File: config.mk
export PLATFORM = sky130hd
export DESIGN_NAME = conv3x3_window_mac
export DESIGN_NICKNAME = d
export VERILOG_FILES = /design/src/rtl/conv3x3_window_mac.sv
export SDC_FILE = /design/constraint.sdc
export NUM_CORES = 2
export LEC_CHECK = 0
export CELL_PAD_IN_SITES_DETAIL_PLACEMENT = 1
export CELL_PAD_IN_SITES_GLOBAL_PLACEMENT = 1
export CORE_MARGIN = 4
export CORE_UTILIZATION = 50
export CTS_CLUSTER_DIAMETER = 150
export DETAILED_ROUTE_END_ITERATION = 16
export PLACE_DENSITY_LB_ADDON = 0.15
export SETUP_SLACK_MARGIN = 0.2
export SLEW_MARGIN = 0
export SYNTH_ARGS = -nofsm -noshare
export SYNTH_HDL_FRONTEND = slang
export SYNTH_SLANG_ARGS = --single-unit
File: constraint.sdc
create_clock -name clk -period 36.5 [get_ports clk]
set_input_delay 7.3 -clock clk [delete_from_list [all_inputs] [get_ports clk]]
set_output_delay 7.3 -clock clk [all_outputs]
set_load 0.02 [all_outputs]
File: src/rtl/conv3x3_window_mac.sv
// Streaming 3x3 convolution: sliding window, edge-aware valid tracking, 3-stage MAC tree.
// Define CONV_RELU_EN to clamp negative results to zero in the final stage.
module conv3x3_window_mac #(
  parameter int WIDTH = 8,
  parameter int IMG_W = 28,
  parameter int IMG_H = 28,
  localparam int ACC_W = 2*WIDTH+5
) (
  input  logic                    clk,
  input  logic                    rst,
  input  logic                    sclr,
  input  logic                    tap_valid,
  input  logic [WIDTH-1:0]        row0,
  input  logic [WIDTH-1:0]        row1,
  input  logic [WIDTH-1:0]        row2,
  input  logic                    w_load,
  input  logic [9*WIDTH-1:0]      w_in,
  output logic signed [ACC_W-1:0] out_data,
  output logic                    out_valid,
  output logic                    out_last
);
  localparam int PW = 2*WIDTH+1;
  localparam int SW = 2*WIDTH+3;
  localparam int CW = $clog2(IMG_W);
  localparam int RW = $clog2(IMG_H);
  localparam logic [CW-1:0] COL_LAST = CW'(IMG_W-1);
  localparam logic [RW-1:0] ROW_LAST = RW'(IMG_H-1);

  logic [WIDTH-1:0]        win [3][3];
  logic [9*WIDTH-1:0]      kernel;
  logic [CW-1:0]           col;
  logic [RW-1:0]           row;
  logic                    accept;
  logic                    win_ok;
  logic                    win_end;
  logic                    v0, l0, v1, l1, v2, l2;
  logic signed [PW-1:0]    prod [9];
  logic signed [SW-1:0]    rsum [3];
  logic signed [ACC_W-1:0] total;
  logic signed [ACC_W-1:0] result;

  // Counters describe the tap being accepted, so window validity is decided combinationally.
  assign accept  = tap_valid && !sclr;
  assign win_ok  = (col >= CW'(2)) && (row >= RW'(2));
  assign win_end = (col == COL_LAST) && (row == ROW_LAST);

  always_ff @(posedge clk or posedge rst) begin
    if (rst) begin
      col <= '0;
      row <= '0;
      for (int r = 0; r < 3; r++)
        for (int c = 0; c < 3; c++)
          win[r][c] <= '0;
    end else if (sclr) begin
      col <= '0;
      row <= '0;
    end else if (tap_valid) begin
      for (int r = 0; r < 3; r++) begin
        win[r][0] <= win[r][1];
        win[r][1] <= win[r][2];
      end
      win[0][2] <= row0;
      win[1][2] <= row1;
      win[2][2] <= row2;
      if (col == COL_LAST) begin
        col <= '0;
        row <= (row == ROW_LAST) ? '0 : row + RW'(1);
      end else begin
        col <= col + CW'(1);
      end
    end
  end

  always_ff @(posedge clk or posedge rst) begin
    if (rst)
      kernel <= '0;
    else if (w_load)
      kernel <= w_in;
  end

  always_ff @(posedge clk or posedge rst) begin
    if (rst) begin
      {v0, l0, v1, l1, v2, l2} <= '0;
      out_valid <= 1'b0;
      out_last  <= 1'b0;
    end else if (sclr) begin
      {v0, l0, v1, l1, v2, l2} <= '0;
      out_valid <= 1'b0;
      out_last  <= 1'b0;
    end else begin
      v0        <= accept && win_ok;
      l0        <= accept && win_ok && win_end;
      v1        <= v0;
      l1        <= l0;
      v2        <= v1;
      l2        <= l1;
      out_valid <= v2;
      out_last  <= l2;
    end
  end

  always_comb begin
    total = ACC_W'(rsum[0]) + ACC_W'(rsum[1]) + ACC_W'(rsum[2]);
  end

`ifdef CONV_RELU_EN
  assign result = total[ACC_W-1] ? '0 : total;
`else
  assign result = total;
`endif

  // Pixels are unsigned, so they get a zero sign bit before the signed multiply.
  always_ff @(posedge clk or posedge rst) begin
    if (rst) begin
      for (int k = 0; k < 9; k++) prod[k] <= '0;
      for (int r = 0; r < 3; r++) rsum[r] <= '0;
      out_data <= '0;
    end else begin
      for (int r = 0; r < 3; r++)
        for (int c = 0; c < 3; c++)
          prod[3*r+c] <= PW'($signed({1'b0, win[r][c]})) *
                         PW'($signed(kernel[(3*r+c)*WIDTH +: WIDTH]));
      for (int r = 0; r < 3; r++)
        rsum[r] <= SW'(prod[3*r]) + SW'(prod[3*r+1]) + SW'(prod[3*r+2]);
      if (v2)
        out_data <= result;
    end
  end

endmodule

==> flow_summary.toml <==
[critical_path]
critical_path_class = "in -> reg"
crit_start = "sclr"
worst_setup_path_end_kind = "flip-flop"
worst_r2r_path_depth = 16
start_kind = "input pin"
worst_r2r_endpoint = "prod[50]"
r2r_slack_ns = 31.44
worstReg2RegStart = "win[21]"
required_ns = 36.99
endpoint = "win[19]"
worst_ep_arrival_time_ns = 10.35
cp_max_fo = 44

[yosys]
syn_inst = 3514
synth_top_family_by_area = "adder cells"
synth-xor-area-share_pct = 3.772
synth_area_per_cell_um2 = 10.37
synth_edf_count = 0
ys_warn_count = 0
synth-simple-area-share_pct = 13.78
synth_nets = 4483
synth_area_mm2 = 0.03645
synth-seq-cells = 393
synth.distinct_cells = 65
ys_seq_area_share_pct = 26.98
async_flop_share_pct = 100.0
synth_mux_area_share_pct = 4.414
synth_flop_cell = "dfrtp_1"
synthAdderAreaFrac_pct = 38.17
synth_compound_area_share_pct = 6.254

[global_route]
antenna_found_initial = 2
grt_start_max_net_pins = 152
grt_pass1_wl_um = 152300
grt_pass1_vias = 29080
track_usage_pct = 24.25
grt-ovfl-total = 0

[sta]
fmax_mhz = 101.4
worst_clock_skew_ns = 0.01283
rsz0062_at_grt = "false"
slew_headroom_pct = 20.45
setup_viol = 0
fin_crit_sh_pct = 27.03
fin_crit_ns = 9.865
worst_pin_slew_ns = 1.193
finalMaxSlewViolations = 0
setup_tns_ns = 0
hold_violations = 0

[die]
start_util_pct = 50.73
fp.dieH_um = 278.0
fp.dieW_um = 278.0
core-area_mm2 = 0.07185
die-area_mm2 = 0.07729
ios = 124
rows = 98

[cells_and_area]
area_delta_synth_final_pct = 10.99
stdcell_count = 4617
fill_cells = 7864
diodes = 0
multiInputGateArea_mm2 = 0.02421
regArea_mm2 = 0.009834
layout-drive-gt1-share_pct = 6.954
finalNetCount = 4598

[clocking]
clk_pin_slew_worst_paths_ns = 0.06
post_cts_resize_count = 0
cts_max_level = 2
clockBufferDepth = 3
post_cts_buffers = 0
cts_root_buf = "clkbuf_16"
numCtsBuffers = 50
cts_hold_buf = 0
clkLatencyLatePin_ns = 0.62
cts.sinks = 393
cts_tree = "done"

[place]
dp.cells = 4527
port_buffers = 123
globalplace.congestion = 0.8861
hpwl_um = 71840

[worst_hold_path]
hp-class = "reg -> reg"

[run]
cap_violations = 0

[route]
post_drt_wl_per_cell_um = 19.61
totalWireLength_um = 90560
vias = 25010
drcViolationCount = 0
ant_nets = 0
drt_iter0_markers = 1033
viasPerCell = 5.417
drtPass1Iterations = 5

[run_status]
status = "completed"
-- cell families after synthesis --
group | count (synthesis)
AO/OA/AOI/OAI | 358
XOR/XNOR | 157
adder cells (fa/ha/maj) | 868
buffers and inverters | 643
flip-flops | 393
multiplexers | 143
AND/OR/NAND/NOR | 952
-- cell usage after synthesis, types with 3 or more instances --
cell / instances / area share (%)
a41o_1: 4 / 0.11
xnor2_1: 146 / 3.5
xor2_1: 11 / 0.26
a31oi_1: 4 / 0.069
o41ai_1: 8 / 0.19
nand4_1: 10 / 0.17
mux2_2: 142 / 4.4
o31a_1: 5 / 0.12
clkbuf_1: 63 / 0.65
o21a_1: 30 / 0.62
nand2b_1: 50 / 0.86
nand3_1: 31 / 0.43
or3_1: 19 / 0.33
fa_1: 407 / 22
o211ai_1: 15 / 0.31
inv_1: 576 / 5.9
nor2_1: 138 / 1.4
o31ai_1: 13 / 0.27
nor3b_1: 3 / 0.062
nor2b_1: 33 / 0.57
and3_1: 16 / 0.27
ha_1: 461 / 16
a21oi_1: 131 / 1.8
dfrtp_1: 393 / 27
a211oi_1: 20 / 0.41
a2111oi_0: 4 / 0.096
o21ai_0: 56 / 0.77
and2_1: 369 / 6.3
nand2_1: 208 / 2.1
o21ai_1: 7 / 0.096
o21bai_1: 5 / 0.10
nor3_1: 47 / 0.65
or2_2: 12 / 0.21
a21o_1: 31 / 0.64
nor4_1: 6 / 0.10
a31o_2: 3 / 0.072
or4_1: 3 / 0.062
-- worst min-delay path by stage --
stage | endpoint | from | cells past startpoint
after CTS | v2 | v1 | 1
after global placement | v2 | v1 | 1
after global routing | l1 | l0 | 1
final | v2 | v1 | 1
after floorplan | l1 | l0 | 1
after detailed placement | v2 | v1 | 1
-- flip-flops by register name, indices dropped and copies added (netlist names) --
register,count
v1,1
win,72
rsum,57
v0,1
l0,1
prod,153
out_data,21
kernel,72
l2,1
out_valid,1
v2,1
out_last,1
row,5
col,5
l1,1
-- final cells by class --
type	instances	share of cell area, %
Clock inverter	24	0.9122
Timing Repair Buffer	128	3.160
Tap cell	950	2.938
Multi-Input combinational cell	2478	59.84
Inverter	578	5.381
Sequential cell	393	24.31
Clock buffer	66	3.467
-- layer usage --
metal | GRT usage, % | wire [µm]
met3 | 3.297 | 2826
met5 | 0 | 0
met4 | 4.536 | 1549
met1 | 32.00 | 40110
met2 | 43.29 | 46070
-- critical path, cell delays in order --
cell             delay, ns
clkdlybuf4s50_1       0.78
nor2_4                1.07
buf_4                 0.73
mux2_2                0.41
-- metrics by stage --
stage | setup WS [ns] | utilization (%) | hold WS [ns] | area (µm²)
3_5_place_dp | 26.01 | 53.84 | 0.4511 | 38690
6_report | 26.64 | 56.31 | 0.4616 | 40460
5_1_grt | 26.50 | 56.31 | 0.4939 | 40460
4_1_cts | 26.66 | 56.31 | 0.4648 | 40460
3_3_place_gp | 26.13 | 53.84 | 0.4410 | 38690
2_1_floorplan | 18.27 | - | 0.4385 | 36450
-- placed cells by master (no fill, tap or decap), types with 10 or more instances in the layout --
master | synthesis | routed
o211ai_1 | 15 | 15
a21oi_1 | 131 | 131
a21o_1 | 31 | 31
nand2b_1 | 50 | 50
o31ai_1 | 13 | 13
nand4_1 | 10 | 10
fa_1 | 407 | 407
ha_1 | 461 | 461
inv_1 | 576 | 575
a211oi_1 | 20 | 20
nor3_1 | 47 | 47
o21a_1 | 30 | 30
mux2_2 | 142 | 142
nand3_1 | 31 | 31
xnor2_1 | 146 | 146
and2_1 | 369 | 369
and3_1 | 16 | 16
nor2b_1 | 33 | 33
or2_2 | 12 | 12
clkdlybuf4s50_1 | 0 | 122
or3_1 | 19 | 19
xor2_1 | 11 | 11
clkbuf_16 | 0 | 51
nor2_1 | 138 | 137
nand2_1 | 208 | 208
dfrtp_1 | 393 | 393
o21ai_0 | 56 | 56
Power is not shown: default switching activity piles up to over one toggle a cycle in this logic, so the estimate is an artifact.
